$ cat config.mk
export PLATFORM = sky130hd
export DESIGN_NAME = var_latency_adder
export DESIGN_NICKNAME = d
export VERILOG_FILES = /design/src/rtl/var_latency_adder.sv
export SDC_FILE = /design/constraint.sdc
export NUM_CORES = 1
export LEC_CHECK = 0
export BUFFER_PORTS_ARGS = -buffer_cell sky130_fd_sc_hd__buf_2
export CORE_ASPECT_RATIO = 1.4
export CORE_UTILIZATION = 45
export DETAILED_ROUTE_END_ITERATION = 7
export GPL_TIMING_DRIVEN = 0
export HOLD_SLACK_MARGIN = 0.02
export PLACE_DENSITY = 0.67
export SLEW_MARGIN = 30
export SYNTH_ARGS = -nofsm -noshare
export SYNTH_HDL_FRONTEND = slang
export SYNTH_SLANG_ARGS = --single-unit
$ cat constraint.sdc
create_clock -name clk -period 4.3 [get_ports clk]
set_clock_uncertainty 0.2 [all_clocks]
set_input_delay 0.215 -clock clk [delete_from_list [all_inputs] [get_ports clk]]
set_output_delay 0.215 -clock clk [all_outputs]
set_load 0.005 [all_outputs]
$ cat src/rtl/var_latency_adder.sv
// var_latency_adder: segmented adder whose carries settle one segment
// boundary per cycle. The result is released as soon as the segment
// carry vector stops changing, so latency follows the real carry chain.
// Operands arrive and results leave over valid/ready handshakes, and the
// result is held in registers until the consumer takes it.
module var_latency_adder #(
  parameter  int WIDTH = 32,
  parameter  int SEG_W = 8,
  localparam int SEGS  = WIDTH / SEG_W,
  localparam int LAT_W = $clog2(SEGS + 1)
) (
  input  logic             clk,
  input  logic             rst_n,
  input  logic             in_valid,
  output logic             in_ready,
  input  logic [WIDTH-1:0] a,
  input  logic [WIDTH-1:0] b,
  input  logic             cin,
  input  logic             force_worst,
  output logic             out_valid,
  input  logic             out_ready,
  output logic [WIDTH-1:0] sum,
  output logic             cout,
  output logic [LAT_W-1:0] lat
);

  // Refuse to build when the operand does not split into whole segments.
  if ((SEG_W < 1) || (WIDTH < SEG_W) || ((WIDTH % SEG_W) != 0)) begin : g_width_check
    $error("var_latency_adder: WIDTH must be a positive multiple of SEG_W");
  end

  typedef enum logic [1:0] {
    ST_IDLE = 2'd0,
    ST_EVAL = 2'd1,
    ST_HOLD = 2'd2
  } state_t;

  state_t           state_q;
  logic [WIDTH-1:0] a_q;
  logic [WIDTH-1:0] b_q;
  logic             force_q;
  logic [SEGS-1:0]  seg_cin_q;
  logic [SEGS-1:0]  seg_cin_d;
  logic [LAT_W-1:0] iter_q;
  logic [WIDTH-1:0] sum_q;
  logic             cout_q;
  logic [LAT_W-1:0] lat_q;
  logic             out_valid_q;

  logic [WIDTH-1:0] seg_sum_s;
  logic [SEGS-1:0]  seg_co_s;
  logic             stable_s;
  logic             finish_s;
  logic             in_ready_s;
  logic             accept_s;
  logic             release_s;

  // Each segment is an independent single-cycle ripple add fed by its
  // currently assumed carry-in.
  for (genvar j = 0; j < SEGS; j++) begin : g_seg
    assign {seg_co_s[j], seg_sum_s[j*SEG_W +: SEG_W]} =
        (SEG_W+1)'(a_q[j*SEG_W +: SEG_W]) +
        (SEG_W+1)'(b_q[j*SEG_W +: SEG_W]) +
        (SEG_W+1)'(seg_cin_q[j]);
  end

  // Next carry vector: boundary j+1 takes segment j's carry-out; the
  // external carry-in at boundary 0 never changes during evaluation.
  always_comb begin
    seg_cin_d = seg_cin_q;
    for (int j = 0; j < SEGS - 1; j++) begin
      seg_cin_d[j+1] = seg_co_s[j];
    end
    stable_s = (seg_cin_d == seg_cin_q);
    finish_s = (stable_s && !force_q) || (iter_q == LAT_W'(SEGS));
  end

  // Handshake qualifiers; in HOLD the input side follows the output side
  // so a new add can start on the very edge the old result is taken.
  always_comb begin
    in_ready_s = (state_q == ST_IDLE) || ((state_q == ST_HOLD) && out_ready);
    accept_s   = in_valid && in_ready_s;
    release_s  = (state_q == ST_HOLD) && out_valid_q && out_ready;
  end

  // Operand capture on every accepted handshake.
  always_ff @(posedge clk or negedge rst_n) begin
    if (!rst_n) begin
      a_q     <= '0;
      b_q     <= '0;
      force_q <= 1'b0;
    end else if (accept_s) begin
      a_q     <= a;
      b_q     <= b;
      force_q <= force_worst;
    end else begin
      a_q     <= a_q;
      b_q     <= b_q;
      force_q <= force_q;
    end
  end

  // Control FSM: carry iteration, completion detection and result holding.
  always_ff @(posedge clk or negedge rst_n) begin
    if (!rst_n) begin
      state_q     <= ST_IDLE;
      seg_cin_q   <= '0;
      iter_q      <= '0;
      sum_q       <= '0;
      cout_q      <= 1'b0;
      lat_q       <= '0;
      out_valid_q <= 1'b0;
    end else begin
      case (state_q)
        ST_IDLE: begin
          if (accept_s) begin
            seg_cin_q <= SEGS'(cin);
            iter_q    <= LAT_W'(1);
            state_q   <= ST_EVAL;
          end else begin
            state_q   <= ST_IDLE;
          end
        end
        ST_EVAL: begin
          if (finish_s) begin
            sum_q       <= seg_sum_s;
            cout_q      <= seg_co_s[SEGS-1];
            lat_q       <= iter_q;
            out_valid_q <= 1'b1;
            state_q     <= ST_HOLD;
          end else begin
            seg_cin_q   <= seg_cin_d;
            iter_q      <= iter_q + LAT_W'(1);
            state_q     <= ST_EVAL;
          end
        end
        ST_HOLD: begin
          if (release_s) begin
            out_valid_q <= 1'b0;
            if (in_valid) begin
              seg_cin_q <= SEGS'(cin);
              iter_q    <= LAT_W'(1);
              state_q   <= ST_EVAL;
            end else begin
              state_q   <= ST_IDLE;
            end
          end else begin
            state_q <= ST_HOLD;
          end
        end
        default: begin
          out_valid_q <= 1'b0;
          state_q     <= ST_IDLE;
        end
      endcase
    end
  end

  assign in_ready  = in_ready_s;
  assign out_valid = out_valid_q;
  assign sum       = sum_q;
  assign cout      = cout_q;
  assign lat       = lat_q;

endmodule

==> out/results.txt <==
For the final design utilization, the log shows 0.600. Synthesis handed over a netlist of 447 instances. For the total clock buffers created by CTS, the log shows 9.

In the layout the commonest cells are 111 x sky130_fd_sc_hd__dfrtp_1, 106 x sky130_fd_sc_hd__buf_2, 68 x sky130_fd_sc_hd__dlygate4sd3_1. The flow ran to the end, and the final reports show no timing, DRC or antenna violations. The fraction of the cycle the final worst path needs came out at 0.854.

The routed via count was 3973. The synthesized design contains 111 register bits. Buffer levels on the longest clock path: 2.

The synthesized netlist contains 39 unique library cells. The die outline height works out to 134 µm. The floorplan has 48 rows. Summed over all nets, the switching power comes to 2.30 mW. Power density of the placed cells: 846 nW/µm². The root buffer cell is sky130_fd_sc_hd__clkbuf_16. For the final-layout worst hold slack, the log shows 0.105 ns. The starting utilization of the core area is 0.460.

For the first-pass GRT wire length, the log shows 20300 µm. Post-synthesis xor/xnor area fraction: 0.0357. Cell type with the largest total area after synthesis: sky130_fd_sc_hd__dfrtp_1. After global routing, the most crowded layer is met2.

The fraction of power spent switching nets works out to 0.369. The DRC violation count after routing was 0; the leakage component of the power was 3.55 nW. The worst voltage drop across the vdd grid is 0.398 mV, and the source-to-sink clock delay at the later pin of the worst-skew pair is 0.34 ns.

Number of antenna violations at the first check in global routing: 0. Multiplexer share of the synthesized area: 0.206. For the number of max-capacitance violations reported, the log shows 0. The share of synthesized cell area in full adder, half adder and majority cells is 0.0950. The tools report the met3 track demand over resource as 0.0224. The critical path is of the register to register type. The commonest non-fill, non-tap cell in the layout is sky130_fd_sc_hd__dfrtp_1.

Fraction of power consumed by sequential logic: 0.308. The maximum operating frequency is 0.272 GHz. The tools report the sum of internal, switching and leakage power as 6.22 mW.

The max-slew violation total from the final report is 0. Post-CTS timing repair inserted 0 buffers for setup. Fill cells in the final layout number 1009. The area fraction in and, or, nand and nor cells after synthesis came out at 0.0630. The count of nets left with antenna violations once routing finished came out at 0. The detailed-route wire length per cell is 15.4 µm, and the die footprint is 13000 µm². The internal power of the cells totals 3.93 mW. In this run the register-to-register setup slack is 0.63 ns.

For this block, the initial DRC count from the detailed router was 180. The number of buffers inserted by hold repair at cts is 68, and the global-route track usage on met1 is 0.241. STA classifies the critical path startpoint as a register.

The tools report the worst setup path startpoint as seg_cin_q[2]$_DFFE_PN0P_. The congestion estimate from routability-driven global placement came to 0.804. The logs give 4.32 ns for the required time of the worst setup path and 12300 µm² for the placeable core region. Setup violations remaining at the end of the flow were counted as 0. The post-synthesis compound-gate area fraction was 0.0766. The routed design could run at a clock period as short as 3.67 ns.

The die is 96.6 µm wide. The top-area cell type share of the netlist area works out to 0.493. Along the worst path, the maximum fanout reaches 10. The run gives 5640 µm² as the cell area after synthesis.

In this run the cell area measured after placement is 6390 µm². At the end of the flow, the number of nets in the layout was 742. The number of cells on the worst reg-to-reg path is 13. The synthesized area per cell was 12.6 µm²; the share of cells above drive strength 1 was 0.340. The reg-to-reg critical path endpoint was sum[22]$_DFFE_PN0P_. The tools report the startpoint of the worst register-to-register path as seg_cin_q[2]$_DFFE_PN0P_. With fillers left out, the area of the finished cells amounts to 7350 µm². The count of input and output buffers is 107, and the number of global-route vias before repair is 4188. The tools report the total overflow reported by the global router as 0. TritonCTS built the clock tree.

The clock-pin transition on the worst setup and hold timing paths was 0.07 ns. For this run, the detailed router's first-pass iteration total came to 6. The worst setup path is captured at a register. Setup repair after global routing left no endpoint under its margin. The detailed-route wire length is 12100 µm, and the transition time of the tightest slew-check pin is 0.782 ns. In this run the worst setup path terminates at sum[22]$_DFFE_PN0P_. Ranked by total cell area, the synthesized netlist is headed by sky130_fd_sc_hd__dfrtp_1 49%, sky130_fd_sc_hd__mux2_2 13%, sky130_fd_sc_hd__ha_1 6.7%. Synthesis produced a netlist with a net count of 555.

The logs give 0 for the count of final hold-check violations and 3.70 ns for the arrival time reported for the critical path endpoint. The logs give 0.354 for the global-route track usage on met2 and 108 for the I/O pin count. Main combinational cell family by area after synthesis: multiplexers. Counting every sink on the clock net gives 111. The synthesis-to-finish area growth is 30.4%, and the pin count of the biggest net entering global routing is 63. The post-cts gate resize count was 0. The fraction of power consumed by the clock network came out at 0.127. The worst hold path belongs to the class primary input to register.

The part of the total power dissipated in combinational logic was 0.566; the final sum of negative setup slack was 0 ns. The H-tree was split into 3 levels. Detailed placement finished with a half-perimeter wire length of 8800 µm. The sequential share of the synthesized area is 0.493, and the aggregate global-route resource usage is 0.197. For the headroom to the max-slew limit, the log shows 0.479. 0 antenna diodes ended up in the layout. For this run, the number of Yosys warnings is 0.

Using the TritonRoute via totals, the vias-per-cell ratio works out to 5.04.
-- logic make-up after synthesis --
logic type,after synthesis
muxes,96
buffers and inverters,39
DFF,111
AOI/OAI and AO/OA,69
and+or+nand+nor,71
adders and majority gates,38
xor gates and xnor gates,23
-- metrics by stage --
| step | worst slack (ns) | std cells |
|---|---|---|
| floorplan | 1.09 | 447 |
| global placement | 0.678 | 704 |
| detailed placement | 0.623 | 705 |
| CTS | 0.587 | 789 |
| global route | 0.433 | 789 |
| finish | 0.626 | 789 |
-- routing by layer --
metal,vias up,part of all wire
met5,-,0
li1,1934,-
met4,0,0.018
met2,77,0.54
met3,15,0.026
met1,1947,0.41
-- cells in the mapped netlist --
cell and n:
sky130_fd_sc_hd__dfrtp_1 111, sky130_fd_sc_hd__mux2_2 63, sky130_fd_sc_hd__ha_1 30, sky130_fd_sc_hd__inv_1 27, sky130_fd_sc_hd__o21ai_0 27, sky130_fd_sc_hd__nand2_1 25
sky130_fd_sc_hd__mux2_4 24, sky130_fd_sc_hd__xnor2_1 17, sky130_fd_sc_hd__a21oi_1 16, sky130_fd_sc_hd__nor2_1 16, sky130_fd_sc_hd__nor2b_1 10, sky130_fd_sc_hd__mux2i_1 9
sky130_fd_sc_hd__a21o_1 8, sky130_fd_sc_hd__clkbuf_1 8, sky130_fd_sc_hd__fa_1 8, sky130_fd_sc_hd__o21a_1 6, sky130_fd_sc_hd__xor2_1 6, sky130_fd_sc_hd__or4_1 5
sky130_fd_sc_hd__buf_6 4, sky130_fd_sc_hd__a211oi_1 3, sky130_fd_sc_hd__nand2b_1 3, sky130_fd_sc_hd__and2_1 2, sky130_fd_sc_hd__nand3_1 2, sky130_fd_sc_hd__nor4_1 2
sky130_fd_sc_hd__a2111oi_0 1, sky130_fd_sc_hd__a311oi_1 1, sky130_fd_sc_hd__and3b_1 1, sky130_fd_sc_hd__nand3b_1 1, sky130_fd_sc_hd__nand4b_1 1, sky130_fd_sc_hd__nor3_1 1
sky130_fd_sc_hd__o211a_1 1, sky130_fd_sc_hd__o22ai_2 1, sky130_fd_sc_hd__o2bb2ai_2 1, sky130_fd_sc_hd__o311ai_0 1, sky130_fd_sc_hd__o31a_1 1, sky130_fd_sc_hd__o31ai_1 1
sky130_fd_sc_hd__o41ai_1 1, sky130_fd_sc_hd__or2_2 1, sky130_fd_sc_hd__or3_4 1
-- worst max-delay path: stages, from the launching register on --
cell                      delay, ns
sky130_fd_sc_hd__dfrtp_1       0.41
sky130_fd_sc_hd__inv_1         0.10
sky130_fd_sc_hd__fa_1          0.44
sky130_fd_sc_hd__inv_1         0.10
sky130_fd_sc_hd__fa_1          0.20
sky130_fd_sc_hd__a21oi_1       0.09
sky130_fd_sc_hd__o21ai_0       0.42
sky130_fd_sc_hd__o22ai_2       0.22
sky130_fd_sc_hd__xnor2_1       0.17
sky130_fd_sc_hd__or3_4         0.40
sky130_fd_sc_hd__a21o_1        0.18
sky130_fd_sc_hd__buf_6         0.15
sky130_fd_sc_hd__buf_6         0.17
sky130_fd_sc_hd__mux2_4        0.30
-- how the worst min path moves through the flow --
stage,startpoint,end,depth (start not counted)
6_report,in_valid,seg_cin_q[3]$_DFFE_PN0P_,3
5_1_grt,in_valid,state_q[0]$_DFF_PN0_,3
3_5_place_dp,rst_n,a_q[28]$_DFFE_PN0P_,1
2_1_floorplan,rst_n,a_q[0]$_DFFE_PN0P_,0
3_3_place_gp,a[8],a_q[8]$_DFFE_PN0P_,3
4_1_cts,in_valid,seg_cin_q[3]$_DFFE_PN0P_,3
-- registers in the layout, summed over array words and instances, names as in the netlist --
signal	cells
out_valid	1
sum	32
force_q	1
a_q	32
state_q	2
b_q	32
lat	3
cout	1
iter_q	3
seg_cin_q	4
-- final cells by class --
| type | count | area, µm² | area share |
|---|---|---|---|
| Clock buffer | 13 | 260 | 0.0354 |
| Buffer | 12 | 75.1 | 0.0102 |
| Multi-Input combinational cell | 297 | 2680 | 0.365 |
| Sequential cell | 111 | 2780 | 0.378 |
| Timing Repair Buffer | 176 | 1250 | 0.170 |
| Tap cell | 150 | 188 | 0.0255 |
| Inverter | 27 | 101 | 0.0138 |
| Clock inverter | 3 | 17.5 | 0.00238 |
-- power groups by stage --
stage          sequential (mW)  combinational, mW  clock, mW
2_1_floorplan             1.87               2.69          0
3_3_place_gp              1.91               3.37          0
3_5_place_dp              1.93               3.49          0
4_1_cts                   1.92               3.56      0.812
5_1_grt                   1.99               3.93      0.856
6_report                  1.91               3.52      0.788
No activity file was read; power rests on OpenSTA's default activity.
